## src/rtl/fb_pkg.sv

```systemverilog
// fb_pkg: shared definitions for the grayscale framebuffer and its drawing
// engines.
//   H_RES, V_RES   visible area in pixels / lines
//   COORD_W, PIX_W coordinate and grayscale pixel widths
//   coord_t, pix_t coordinate and pixel types
//   fill_state_t   fill engine states
package fb_pkg;

    localparam int unsigned H_RES   = 640;
    localparam int unsigned V_RES   = 480;
    localparam int unsigned COORD_W = 11;
    localparam int unsigned PIX_W   = 8;

    typedef logic [COORD_W-1:0] coord_t;
    typedef logic [PIX_W-1:0]   pix_t;

    typedef enum logic [1:0] {
        IDLE,
        FILL,
        DONE
    } fill_state_t;

endpackage

```

## src/rtl/rect_normalize_clip.sv

```systemverilog
// rect_normalize_clip: combinational corner normalisation and clipping.
//   x0, y0, x1, y1  in   rectangle corners, inclusive, any order
//   clear           in   select the full visible area instead of the corners
//   xa, ya          out  top-left corner (minimum of each axis)
//   xb, yb          out  bottom-right corner, clipped to H_RES-1 / V_RES-1
//   offscreen       out  rectangle lies entirely outside the visible area
module rect_normalize_clip #(
    parameter int unsigned H_RES   = 640,
    parameter int unsigned V_RES   = 480,
    parameter int unsigned COORD_W = 11
) (
    input  logic [COORD_W-1:0] x0,
    input  logic [COORD_W-1:0] y0,
    input  logic [COORD_W-1:0] x1,
    input  logic [COORD_W-1:0] y1,
    input  logic               clear,
    output logic [COORD_W-1:0] xa,
    output logic [COORD_W-1:0] xb,
    output logic [COORD_W-1:0] ya,
    output logic [COORD_W-1:0] yb,
    output logic               offscreen
);

    localparam logic [COORD_W-1:0] X_MAX = COORD_W'(H_RES - 1);
    localparam logic [COORD_W-1:0] Y_MAX = COORD_W'(V_RES - 1);

    always_comb begin
        xa        = '0;
        ya        = '0;
        xb        = X_MAX;
        yb        = Y_MAX;
        offscreen = 1'b0;
        if (!clear) begin
            xa = (x0 < x1) ? x0 : x1;
            xb = (x0 < x1) ? x1 : x0;
            ya = (y0 < y1) ? y0 : y1;
            yb = (y0 < y1) ? y1 : y0;
            if (xb > X_MAX) xb = X_MAX;
            if (yb > Y_MAX) yb = Y_MAX;
            offscreen = (xa > X_MAX) || (ya > Y_MAX);
        end
    end

endmodule

```

## src/rtl/fb_rect_fill.sv

```systemverilog
// fb_rect_fill: rectangle / full-screen fill engine feeding the framebuffer
// write port, one pixel per clock in row-major order.
//   CLOCK_50        in   system clock, rising edge
//   reset           in   asynchronous active-high reset
//   start           in   rectangle command strobe (ignored while busy)
//   clear           in   full-screen fill strobe, wins over start
//   abort           in   stop the current fill without a done pulse
//   x0, y0, x1, y1  in   rectangle corners, inclusive, any order
//   shade           in   fill value
//   x, y            out  framebuffer write coordinate
//   pixel_GS        out  framebuffer write data (latched shade)
//   pixel_write     out  framebuffer write strobe
//   busy            out  command in progress
//   done            out  one-cycle completion pulse
module fb_rect_fill
    import fb_pkg::*;
#(
    parameter int unsigned H_RES   = fb_pkg::H_RES,
    parameter int unsigned V_RES   = fb_pkg::V_RES,
    parameter int unsigned COORD_W = fb_pkg::COORD_W,
    parameter int unsigned PIX_W   = fb_pkg::PIX_W
) (
    input  logic               CLOCK_50,
    input  logic               reset,
    input  logic               start,
    input  logic               clear,
    input  logic               abort,
    input  logic [COORD_W-1:0] x0,
    input  logic [COORD_W-1:0] y0,
    input  logic [COORD_W-1:0] x1,
    input  logic [COORD_W-1:0] y1,
    input  logic [PIX_W-1:0]   shade,
    output logic [COORD_W-1:0] x,
    output logic [COORD_W-1:0] y,
    output logic [PIX_W-1:0]   pixel_GS,
    output logic               pixel_write,
    output logic               busy,
    output logic               done
);

    fill_state_t        state, state_n;
    logic [COORD_W-1:0] xa_r, xb_r, yb_r;
    logic [COORD_W-1:0] xa_n, xb_n, yb_n;
    logic [COORD_W-1:0] x_n, y_n;
    logic [PIX_W-1:0]   pix_n;
    logic               write_n, busy_n, done_n;

    logic [COORD_W-1:0] nc_xa, nc_xb, nc_ya, nc_yb;
    logic               nc_off;

    rect_normalize_clip #(
        .H_RES  (H_RES),
        .V_RES  (V_RES),
        .COORD_W(COORD_W)
    ) u_norm (
        .x0       (x0),
        .y0       (y0),
        .x1       (x1),
        .y1       (y1),
        .clear    (clear),
        .xa       (nc_xa),
        .xb       (nc_xb),
        .ya       (nc_ya),
        .yb       (nc_yb),
        .offscreen(nc_off)
    );

    always_ff @(posedge CLOCK_50 or posedge reset) begin
        if (reset) begin
            state       <= IDLE;
            xa_r        <= '0;
            xb_r        <= '0;
            yb_r        <= '0;
            x           <= '0;
            y           <= '0;
            pixel_GS    <= '0;
            pixel_write <= 1'b0;
            busy        <= 1'b0;
            done        <= 1'b0;
        end else begin
            state       <= state_n;
            xa_r        <= xa_n;
            xb_r        <= xb_n;
            yb_r        <= yb_n;
            x           <= x_n;
            y           <= y_n;
            pixel_GS    <= pix_n;
            pixel_write <= write_n;
            busy        <= busy_n;
            done        <= done_n;
        end
    end

    always_comb begin
        state_n = state;
        xa_n    = xa_r;
        xb_n    = xb_r;
        yb_n    = yb_r;
        x_n     = x;
        y_n     = y;
        pix_n   = pixel_GS;
        write_n = 1'b0;
        busy_n  = busy;
        done_n  = 1'b0;

        unique case (state)
            IDLE: begin
                busy_n = 1'b0;
                if (clear || start) begin
                    xa_n    = nc_xa;
                    xb_n    = nc_xb;
                    yb_n    = nc_yb;
                    pix_n   = shade;
                    busy_n  = 1'b1;
                    // An off-screen rectangle spends one write-less cycle in
                    // FILL so its done pulse lands one cycle later, exactly
                    // like the cycle after a final write.
                    state_n = FILL;
                    if (!nc_off) begin
                        x_n     = nc_xa;
                        y_n     = nc_ya;
                        write_n = 1'b1;
                    end
                end
            end

            FILL: begin
                if (abort) begin
                    state_n = IDLE;
                    busy_n  = 1'b0;
                end else if (!pixel_write || (x == xb_r && y == yb_r)) begin
                    state_n = DONE;
                    done_n  = 1'b1;
                end else begin
                    write_n = 1'b1;
                    if (x == xb_r) begin
                        x_n = xa_r;
                        y_n = y + COORD_W'(1);
                    end else begin
                        x_n = x + COORD_W'(1);
                    end
                end
            end

            DONE: begin
                state_n = IDLE;
                busy_n  = 1'b0;
            end

            default: begin
                state_n = IDLE;
                busy_n  = 1'b0;
            end
        endcase
    end

endmodule

```

## config.mk

```make
export PLATFORM = sky130hd
export DESIGN_NAME = fb_rect_fill
export DESIGN_NICKNAME = d
export VERILOG_FILES = /design/src/rtl/fb_pkg.sv /design/src/rtl/rect_normalize_clip.sv /design/src/rtl/fb_rect_fill.sv
export SDC_FILE = /design/constraint.sdc
export NUM_CORES = 1
export LEC_CHECK = 0
export BUFFER_PORTS_ARGS = -buffer_cell sky130_fd_sc_hd__buf_2
export CORE_MARGIN = 2
export CORE_UTILIZATION = 40
export DETAILED_ROUTE_END_ITERATION = 10
export GPL_TIMING_DRIVEN = 0
export PLACE_DENSITY_LB_ADDON = 0.08
export SLEW_MARGIN = 40
export SYNTH_ARGS = -nofsm -noshare
export SYNTH_HDL_FRONTEND = slang
export SYNTH_SLANG_ARGS = --single-unit
```

## constraint.sdc

```tcl
create_clock -name CLOCK_50 -period 2.82 [get_ports CLOCK_50]
set_clock_uncertainty 0.05 [all_clocks]
set_input_delay 0.564 -clock CLOCK_50 [delete_from_list [all_inputs] [get_ports CLOCK_50]]
set_output_delay 0.564 -clock CLOCK_50 [all_outputs]
set_load 0.02 [all_outputs]
```

# Word-level counts from Yosys, hierarchy flattened
# Cells that the tools add are included.
# Widths: inputs -> output; s select.
# word_totals
register_bits,68
input_bits,57
out_inout_bits,33
word_cells,77
# op_classes
n_addsub,2
order_cmp,6
n_eq_ne,10
n_mux,38
reduce_logical,11
# ops
op,n
$mux 11,20
$pmux 11 s2,2
$add 11x1->11 const B,2
$eq 11x11->1,2
$gt 11x10->1 const B,2
$gt 11x9->1 const B,2
$lt 11x11->1,2
$ne 2x2->1 const B,6
$mux 1,10
$mux 2,3
$reduce_and 6->1,1
$reduce_and 5->1,1
$pmux 1 s2,2
$pmux 2 s2,1
$reduce_and 2->1,2
$logic_or 1x1->1,3
$ne 3x3->1 const B,1
$eq 2x1->1 const B,1
$logic_not 2->1,1
$reduce_bool 2->1,1
$logic_and 1x1->1,1
$logic_not 1->1,1

# Logic depth before layout (Yosys ltp)
# Gate-level depths: netlist of the first run.
# depth
depth_word,8
depth_mapped,12
mapped_depth_nobuf,10

# Hierarchy
# Synthesis of the first run repeated with hierarchy kept, for this count alone.
# hier_totals
cells_unflattened,542
area_unflattened_um2,4898.4
# by_module_without_submodules
module,n_inst,cells_each,area_each_um2
fb_rect_fill,1,336,3602.2
rect_normalize_clip,1,206,1296.2

# Worst setup path before layout of the first run
# Ideal clock, no wire load.
# synth_timing
path_kind,input to register
startpoint,input y1[2]
endpoint,register y[1]
arrival_time_ns,2.678
required_time_ns,2.645
path_slack_ns,-0.033
cell_stages,11
cell_sequence,inv_1 -> ha_1 -> a21oi_1 -> o21ai_0 -> a31oi_1 -> and4_1 -> a2bb2oi_1 -> o41a_1 -> buf_2 -> a21boi_4 -> mux2_4
# synth_between
elab_chain_cells,7
elab_cells_between_ends,11
cone_classes,order compare (2); eq/ne (1); mux (6); reduce/logical (2)
# synth_lines
element,line_no,source
from (decl),fb_rect_fill.sv:31,"input logic [COORD_W-1:0] y1,"
$lt 11x11->1,rect_normalize_clip.sv:36,ya = (y0 < y1) ? y0 : y1;
$mux 11 (*),rect_normalize_clip.sv:36,
$gt 11x9->1,rect_normalize_clip.sv:40,offscreen = (xa > X_MAX) || (ya > Y_MAX);
$logic_or 1x1->1,rect_normalize_clip.sv:40,
$mux 1,rect_normalize_clip.sv:33,if (!clear) begin
$ne 2x2->1 (no source line),-,
$reduce_and 6->1 (no source line),-,
to (signal assigned),fb_rect_fill.sv:86,y <= y_n;
to (decl),fb_rect_fill.sv:34,"output logic [COORD_W-1:0] y,"
# Mark *: on every way between the ends. The rest lies on a longest branch, timed or not. The select of a mux whose other input is x is not followed.
# A chain may end at the register's enable or synchronous reset.

# Worst setup path after layout of the first run
# layout_timing
startpoint,input y1[10]
endpoint,register y[9]
# The elaborated chain is that of the path after synthesis.

==> impl_metrics.csv, run 1 <==
group,metric,value,unit
run_status,status,"completed",
clock_tree,insertion_delay,0.34,ns
finish,fill_cells,1123,
finish,fin_nets,744,
setup_path,crit_type,"in2reg",
routing,drt-pass1-iter-count,4,
power_and_ir_drop,report.power.total,5514,uW
timing,fmax,0.3689,GHz
grt,grt_remaining_overflow,0,
floorplanning,pin_count,90,
logic_synthesis,synth_compound_area_share,20.38,%
routing,wirelength,14160,um
setup_path,cpMaxStageDelayCell,"mux2i_1",
floorplanning,die-area,12180,sq um
setup_path,worst_ep_arrival_time,2.89,ns
logic_synthesis,netlist_instances,552,
routing,detail-route-antenna-nets,0,
setup_path,critical_path.max_stage_delay,0.47,ns
power_and_ir_drop,seqPwrFrac,32.1,%
grt,grt_max_degree,59,
finish,layout_commonest_cell,"buf_2",
grt,grtUsageMet1,35.23,%
logic_synthesis,synthTopCellsByArea,"dfrtp_1 38%, a21oi_1 8.6%, ha_1 6.1%",
power_and_ir_drop,p_int,3055,uW
power_and_ir_drop,p_clk_share,20.2,%
placement,gp_congestion,0.8749,
timing,timing.hold.ws,0.07271,ns
worst_hold_path,hp-class,"in2async",
logic_synthesis,synth_seq_area_share,37.60,%
logic_synthesis,synth_area_per_cell,8.199,sq um
logic_synthesis,synth_nets,631,
clock_tree,clkSlewWorstSetupHoldPaths,0.06,ns
placement,hpwl,10570,um
power_and_ir_drop,p_sw,2460,uW
placement,port-buffer-count,89,
routing,vias,4475,
floorplanning,core_area,10940,sq um
grt,top_usage_layer,"met2",
placement,post-place-cells,782,
clock_tree,numCtsBuffers,9,
finish,utilization,51.33,%
timing,post-route-period-util,96.13,%
logic_synthesis,yosysTopAreaCell,"dfrtp_1",
grt,grt_util_met3,5.232,%
logic_synthesis,synth_top_cell_area_share,37.60,%
finish,regArea,1704,sq um
logic_synthesis,ys_seq_elements,68,
timing,hold_violations,0,
clock_tree,htree_levels,3,
setup_path,worstSetupStartpointType,"primary input",
floorplanning,fp-row-count,38,
finish,multiInputGateArea,2641,sq um
floorplanning,die_w,110.4,um
power_and_ir_drop,power.leakage,0.002578,uW
power_and_ir_drop,ir_drop,441.4,uV
timing,worst_pin_slew,0.6439,ns
finish,design_area,5613,sq um
clock_tree,cts.sinks,68,
finish,antenna_cells,0,
routing,vias_per_cell,5.525,
grt,grt_util_all_layers,24.35,%
logic_synthesis,synth-simple-area-share,19.02,%
finish,area_growth,24.03,%
setup_path,end_kind,"flip-flop",
logic_synthesis,synth-edff-count,0,
clock_tree,cts_tree,"done",
finish,mostFrequentLayoutCells,"91 x buf_2, 77 x a21oi_1, 70 x nand2_1, 66 x dfrtp_1, 64 x nor2_1",
timing,period_minus_slack,2.711,ns
setup_path,cp_cell_sequence,"buf_2 > inv_1 > ha_1 > nand2_1 > nor2_1 > a31oi_2 > buf_4 > nand2_1 > buf_2 > mux2i_1 > o32ai_1 > a22o_1",
power_and_ir_drop,powerDensity,982.5,nW/um^2
routing,drt_iter0_drc,195,
timing,drv_slew,0,
floorplanning,start_util,41.38,%
grt,use_met2,36.90,%
setup_path,required,3.00,ns
grt,grt_pass1_wl,22050,um
power_and_ir_drop,comb_power_share,47.7,%
logic_synthesis,synthXorXnorAreaFrac,5.806,%
run,max-cap-violations,0,
timing,slew_headroom,56.79,%
logic_synthesis,synthMuxAreaShare,6.165,%
timing,final-setup-viol-count,0,
logic_synthesis,ys_types,48,
finish,drive_above_1_share,22.24,%
finish,finalNonFillerCells,810,
logic_synthesis,synthFlopType,"dfrtp_1",
logic_synthesis,synth_top_family_by_area,"compound AO/OA/AOI/OAI gates",
logic_synthesis,yosys.area_share.adder,6.082,%
clock_tree,clockBufferDepth,2,
clock_tree,root_buffer,"clkbuf_16",
routing,post-route-drc-count,0,
grt,grt_pass1_vias,4180,
routing,post_drt_wl_per_cell,17.49,um
placement,placed_cell_area,5185,sq um
logic_synthesis,synth_warnings,0,
grt,antenna_found_initial,0,
power_and_ir_drop,swShare,44.60,%
logic_synthesis,syn_area,4526,sq um
floorplanning,die_h,110.4,um
logic_synthesis,async_flop_share,100.0,%
setup_path,critPathMaxFanout,10,
-- synth_stat cells (2+ instances only) --
cell type	number
o211ai_1	6
and2_1	3
or2_2	4
nor4_2	2
nand2b_1	3
nor2_1	64
a31oi_1	6
mux2i_1	23
nor2b_1	4
a211oi_1	2
and3_1	3
xor2_1	15
o31ai_1	6
nand3b_1	2
mux2_2	3
xnor2_1	15
o21ai_0	33
o21a_1	5
nand2_1	70
inv_1	25
a22o_1	2
clkbuf_1	26
and4_1	3
o22a_1	3
nand3_1	16
o41a_1	2
buf_1	3
ha_1	22
a21o_1	3
nand4_1	7
a21oi_1	78
buf_2	2
dfrtp_1	68
nor3_1	9
-- worst paths after layout --
path,slack [ns],endpoint,from,depth (start not counted)
worst max-delay path,0.11,y[9],y1[10],12
worst min-delay path,0.07,pixel_GS[0],reset,2
min in group CLOCK_50,0.36,pixel_GS[6],shade[6],3
worst max register to register,0.16,x[0],x[9],10
worst min register to register,0.43,xa_r[1],xa_r[1],2
max in group asynchronous,2.13,x[8],reset,3
-- cell families (layout without fill, tap and decap cells) --
logic type,after synthesis,in the layout
buf+inv,57,175
fa+ha+maj,22,22
flops,68,68
xor+xnor,30,30
simple gates,192,192
mux,27,27
compound gates,156,156
-- area by class of cell --
| cell class | instances | share of cell area (%) |
|---|---|---|
| Tap cell | 140 | 3.121 |
| Inverter | 25 | 1.761 |
| Clock inverter | 6 | 0.9808 |
| Timing Repair Buffer | 103 | 10.16 |
| Multi-Input combinational cell | 427 | 47.06 |
| Clock buffer | 10 | 4.079 |
| Sequential cell | 68 | 30.36 |
| Buffer | 31 | 2.474 |
-- per-layer routing --
metal  part of all wire, %  routed length [um]
met5                     0                   0
met4                   1.3                 179
met3                   5.5                 777
met2                    46                6474
met1                    48                6733
-- state kept, by name, indices dropped and copies added (netlist names) --
name	flops
state	2
pixel_write	1
yb_r	11
busy	1
xa_r	11
done	1
pixel_GS	8
y	11
xb_r	11
x	11
-- critical path: cells and delay by family --
kind | cells | cell delay [ns]
buffers and inverters | 4 | 0.60
AO/OA/AOI/OAI | 3 | 0.60
multiplexers | 1 | 0.47
AND/OR/NAND/NOR | 3 | 0.37
adder cells (fa/ha/maj) | 1 | 0.29
-- per-stage QoR --
| step | setup slack, ns | TNS (ns) |
|---|---|---|
| after floorplan | 0.03254 | 0 |
| after global placement | -0.5399 | -41.89 |
| after detailed placement | -0.5521 | -14.74 |
| after CTS | 0.0007880 | 0 |
| after global routing | -0.02660 | -0.07947 |
| final | 0.1091 | 0 |
-- repair_timing --
action | in CTS | in global routing
buffers inserted | 6 | 7
pin swaps | 4 | 4
endpoints found under the setup margin | 23 | 30
endpoints found under the hold margin | 0 | 0
hold buffers | 0 | 0
gates resized for setup | 6 | 14
-- power groups by stage --
stage               Combinational [uW]  Sequential (uW)  Clock (uW)
floorplan                         1500             1930           0
global placement                  2460             1750           0
detailed placement                2500             1760           0
CTS                               2540             1770        1120
global route                      2900             1820        1170
finish                            2630             1770        1110
No activity file was read; power rests on OpenSTA's default activity.
==> inputs of run 2 (changes only) <==
- CORE_MARGIN: 2 -> 5
==> impl_metrics.csv, run 2 (synthesis gave the netlist of run 1 again) <==
group,metric,value,unit
run_status,status,"complete, but fails checks",
run_status,violations,"negative setup slack",
timing,finalSetupTns,-0.07261,ns
clock_tree,insertion_delay,0.34,ns
floorplanning,die_h,116.4,um
routing,wirelength,15050,um
placement,port-buffer-count,89,
setup_path,critical_path.max_stage_delay,0.42,ns
run,max-cap-violations,0,
timing,worst_pin_slew,0.6616,ns
clock_tree,htree_levels,3,
setup_path,crit_start,"x[6]",
finish,area_growth,32.93,%
timing,slew_headroom,55.90,%
power_and_ir_drop,ir_drop,460.4,uV
routing,post-route-drc-count,0,
placement,hpwl,10910,um
routing,drt_iter0_drc,220,
clock_tree,cts.sinks,68,
grt,antenna_found_initial,1,
placement,gp_congestion,0.8735,
clock_tree,clkSlewWorstSetupHoldPaths,0.06,ns
clock_tree,ctsHoldBuffers,0,
power_and_ir_drop,powerDensity,1011,nW/um^2
setup_path,cp_cell_sequence,"buf_6 > xor2_4 > nor4_4 > buf_4 > nand3_4 > o41a_1 > o22a_1 > o41a_1 > buf_6 > a21boi_4 > mux2_4",
finish,layout_commonest_cell,"buf_2",
timing,fmax,0.3503,GHz
finish,mostFrequentLayoutCells,"92 x buf_2, 72 x a21oi_1, 70 x nand2_1, 64 x nor2_1, 62 x dfrtp_1",
grt,grt_remaining_overflow,0,
timing,fin_ws,-0.03483,ns
setup_path,cp.buffers_inverters,3,
timing,timing.hold.ws,0.1424,ns
setup_path,required,2.99,ns
grt,grt_util_all_layers,22.72,%
setup_path,critPathMaxFanout,9,
timing,drv_slew,0,
setup_path,worst_ep_arrival_time,3.03,ns
finish,antenna_cells,0,
setup_path,end_kind,"flip-flop",
setup_path,cpMaxStageDelayCell,"o41a_1",
routing,detail-route-antenna-nets,0,
floorplanning,die-area,13540,sq um
grt,grt_pass1_wl,23540,um
floorplanning,fp-row-count,38,
power_and_ir_drop,report.power.total,6083,uW
timing,final-setup-viol-count,3,
floorplanning,start_util,41.21,%
placement,placed_cell_area,5177,sq um
timing,rsz0062_at_grt,"yes",
routing,vias_per_cell,5.442,
setup_path,critical-path-top-delay-family,"compound AO/OA/AOI/OAI gates",
power_and_ir_drop,power.leakage,0.002775,uW
timing,post-route-period-util,101.2,%
setup_path,crit_type,"reg2reg",
floorplanning,pin_count,90,
floorplanning,core_area,10980,sq um
finish,fin_nets,773,
clock_tree,cts_tree,"done",
setup_path,worstSetupStartpointType,"flip-flop",
clock_tree,numCtsBuffers,9,
finish,fill_cells,1033,
clock_tree,clockBufferDepth,2,
finish,design_area,6016,sq um
routing,drt-pass1-iter-count,5,
worst_hold_path,hp-class,"in2async",
finish,drive_above_1_share,27.75,%
routing,post_drt_wl_per_cell,17.93,um
timing,period_minus_slack,2.855,ns
setup_path,reg2reg_from,"x[6]",
grt,grt_max_degree,37,
routing,vias,4566,
timing,hold_violations,0,
floorplanning,die_w,116.4,um
clock_tree,root_buffer,"clkbuf_16",
grt,grt_pass1_vias,4431,
[run 2: worst paths after layout]
path	cells after the start	to	slack, ns
setup / recovery	11	y[1]	-0.03
hold / removal	2	pixel_GS[7]	0.14
setup reg to reg	11	y[1]	-0.03
hold reg to reg	2	pixel_GS[5]	0.43
max in group asynchronous	3	x[2]	2.07
min in group CLOCK_50	3	pixel_GS[5]	0.36
[run 2: cell type report]
class	instances	area [sq um]	area share, %
plain buffers	31	145.1	2.413
flip-flops and latches	68	1709	28.41
well taps	140	175.2	2.912
inverters	25	98.84	1.643
clock buffers	10	229.0	3.806
multi-input cells	427	2734	45.45
clock inverters	6	112.6	1.872
repair buffers	132	812.0	13.50
[run 2: worst reg2reg max path: cells and delay by family, from the launching register on]
family | cells | cell delay [ns]
AND/OR/NAND/NOR | 2 | 0.45
buffers and inverters | 3 | 0.47
flip-flops | 1 | 0.38
XOR/XNOR | 1 | 0.18
AO/OA/AOI/OAI | 4 | 0.90
multiplexers | 1 | 0.31
[run 2: power by group]
part / internal [uW] / leakage [uW] / switching (uW)
clock network: 866 / 0.000167 / 456
registers: 1360 / 0.000792 / 434
logic: 1240 / 0.00182 / 1730
total: 3460 / 0.00278 / 2620
[run 2: per-layer routing]
layer	vias up	GRT usage, %	wire (um)	part of all wire, %
met2	140	34.52	6950	46
met1	2205	32.40	6846	45
met3	22	4.560	990	6.6
met5	-	0	7	0.047
li1	2197	-	-	-
met4	2	7.657	252	1.7
[run 2: per-stage QoR]
step | setup slack, ns | utilization, % | std cells
2_1_floorplan | 0.03254 | - | 552
3_3_place_gp | -0.4840 | 46.91 | 781
3_5_place_dp | -0.5022 | 47.14 | 782
4_1_cts | 0.01616 | 52.71 | 829
5_1_grt | -0.08419 | 54.77 | 839
6_report | -0.03483 | 54.77 | 839
[run 2: timing repair]
action / CTS / global route
gates resized for setup: 10 / 36
setup buffers: 32 / 13
pin swaps: 4 / 10
setup endpoints to repair: 23 / 30
==> inputs of run 3 (changes only) <==
==> constraint.sdc (replaced) <==
create_clock -name CLOCK_50 -period 2.82 [get_ports CLOCK_50]
set_clock_uncertainty 0.05 [all_clocks]
set_input_delay 0.846 -clock CLOCK_50 [delete_from_list [all_inputs] [get_ports CLOCK_50]]
set_output_delay 0.846 -clock CLOCK_50 [all_outputs]
set_load 0.02 [all_outputs]
==> impl_metrics.csv, run 3 (synthesis gave the netlist of run 1 again) <==
group,metric,value,unit
grt,antenna_found_initial,0,
setup_path,required,2.99,ns
power_and_ir_drop,ir_drop,413.4,uV
timing,drv_slew,0,
routing,post_drt_wl_per_cell,18.31,um
grt,grt_util_all_layers,22.35,%
finish,mostFrequentLayoutCells,"75 x buf_2, 69 x a21oi_1, 63 x nand2_1, 63 x dfrtp_1, 61 x nor2_1",
floorplanning,core_area,10980,sq um
setup_path,critical_path.max_stage_delay,0.32,ns
power_and_ir_drop,powerDensity,928.2,nW/um^2
setup_path,rrSetupSlack,0.05,ns
setup_path,cp.buffers_inverters,4,
timing,finalSetupTns,0,ns
finish,utilization,57.07,%
timing,final-setup-viol-count,0,
clock_tree,cts.sinks,68,
routing,vias_per_cell,5.583,
setup_path,critical-path-top-delay-family,"compound AO/OA/AOI/OAI gates",
timing,worst_pin_slew,0.6370,ns
timing,hold_violations,0,
timing,fin_ws,0.04542,ns
clock_tree,ctsHoldBuffers,0,
finish,antenna_cells,0,
setup_path,crit_type,"in2reg",
timing,post-route-period-util,98.39,%
floorplanning,die-area,13540,sq um
routing,drt-pass1-iter-count,4,
worst_hold_path,hp-class,"in2async",
setup_path,critPathMaxFanout,6,
routing,vias,4617,
placement,port-buffer-count,89,
floorplanning,pin_count,90,
placement,pre_cts_slack,-0.6300,ns
finish,area_growth,38.51,%
clock_tree,clockBufferDepth,2,
clock_tree,cts_tree,"done",
routing,wirelength,15150,um
grt,grt_max_degree,55,
finish,fin_nets,761,
grt,grt_remaining_overflow,0,
setup_path,cp_common_cell,"buf_6",
finish,drive_above_1_share,33.92,%
clock_tree,insertion_delay,0.33,ns
setup_path,worstSetupStartpointType,"primary input",
timing,rsz0062_at_grt,"yes",
finish,design_area,6269,sq um
placement,placed_cell_area,5423,sq um
timing,period_minus_slack,2.775,ns
timing,fmax,0.3604,GHz
routing,drt_iter0_drc,324,
clock_tree,root_buffer,"clkbuf_16",
run,max-cap-violations,0,
setup_path,worst_ep_arrival_time,2.94,ns
timing,timing.hold.ws,0.3836,ns
finish,layout_commonest_cell,"buf_2",
setup_path,end_kind,"flip-flop",
timing,slew_headroom,57.25,%
setup_path,crit_start,"y1[2]",
floorplanning,die_w,116.4,um
setup_path,worstRegToRegCells,17,
routing,post-route-drc-count,0,
grt,grt_pass1_vias,4446,
clock_tree,numCtsBuffers,9,
placement,gp_congestion,0.8819,
floorplanning,die_h,116.4,um
routing,detail-route-antenna-nets,0,
power_and_ir_drop,power.leakage,0.002722,uW
clock_tree,htree_levels,3,
floorplanning,start_util,41.21,%
grt,grt_pass1_wl,23260,um
setup_path,cpMaxStageDelayCell,"o41a_1",
clock_tree,clkSlewWorstSetupHoldPaths,0.06,ns
floorplanning,fp-row-count,38,
setup_path,r2r_end,"y[0]",
setup_path,cp_cell_sequence,"buf_4 > inv_12 > ha_4 > a21oi_2 > o21ai_4 > a31oi_4 > a21oi_1 > a2bb2oi_2 > o41a_1 > buf_6 > a21boi_4 > buf_6 > a22o_1",
run_status,status,"completed",
placement,hpwl,10990,um
setup_path,reg2reg_from,"x[7]",
run 3: how the worst max path moves through the flow:
| stage | to | slack [ns] | cells past startpoint |
|---|---|---|---|
| floorplan | y[1] | -0.11 | 11 |
| global placement | x[7] | -0.75 | 2 |
| detailed placement | y[1] | -0.63 | 12 |
| CTS | y[9] | 0.001 | 13 |
| global route | y[9] | -0.04 | 13 |
| finish | y[9] | 0.05 | 13 |
run 3: cell type report:
cell class	instances	area [sq um]
clock inverter	2	10.01
timing repair buffer	120	778.2
fill	1005	4715
buffer	31	150.1
multi-input combinational	427	3067
tap	140	175.2
clock buffer	14	254.0
inverter	25	126.4
sequential	68	1708
run 3: worst reg2reg max path: stages, from the launching register on:
cell and delay [ns]:
dfrtp_2 0.44, xor2_1 0.17, nor4_2 0.35, buf_4 0.17
buf_4 0.09, buf_4 0.09, buf_4 0.10, buf_4 0.09
buf_4 0.09, buf_4 0.09, buf_4 0.09, buf_4 0.10
buf_4 0.10, buf_4 0.09, buf_4 0.10, a31oi_4 0.08
a21o_1 0.18, a221oi_2 0.20
run 3: power breakdown:
| group | internal, uW | total [uW] | leakage [uW] | switching, uW |
|---|---|---|---|---|
| combinational | 1260 | 3000 | 0.00180 | 1750 |
| sequential | 1360 | 1770 | 0.000794 | 414 |
| clock | 618 | 1040 | 0.000131 | 426 |
run 3: routing by layer:
| layer | part of all wire, % | up-vias | track usage (%) |
|---|---|---|---|
| li1 | - | 2192 | - |
| met1 | 45 | 2219 | 31.77 |
| met2 | 46 | 188 | 34.59 |
| met3 | 7.7 | 18 | 4.301 |
| met4 | 1.4 | 0 | 6.806 |
| met5 | 0 | - | 0 |
run 3: timing repair:
action,in CTS,in global routing
buffers inserted,21,10
pin swaps,11,14
resized for setup,20,71
endpoints found under the setup margin,32,35
run 3: stage by stage:
| step | total power (uW) | std cells |
|---|---|---|
| floorplan | 3482 | 552 |
| global placement | 4296 | 781 |
| detailed placement | 4345 | 782 |
| CTS | 5598 | 818 |
| global route | 6186 | 827 |
| finish | 5818 | 827 |
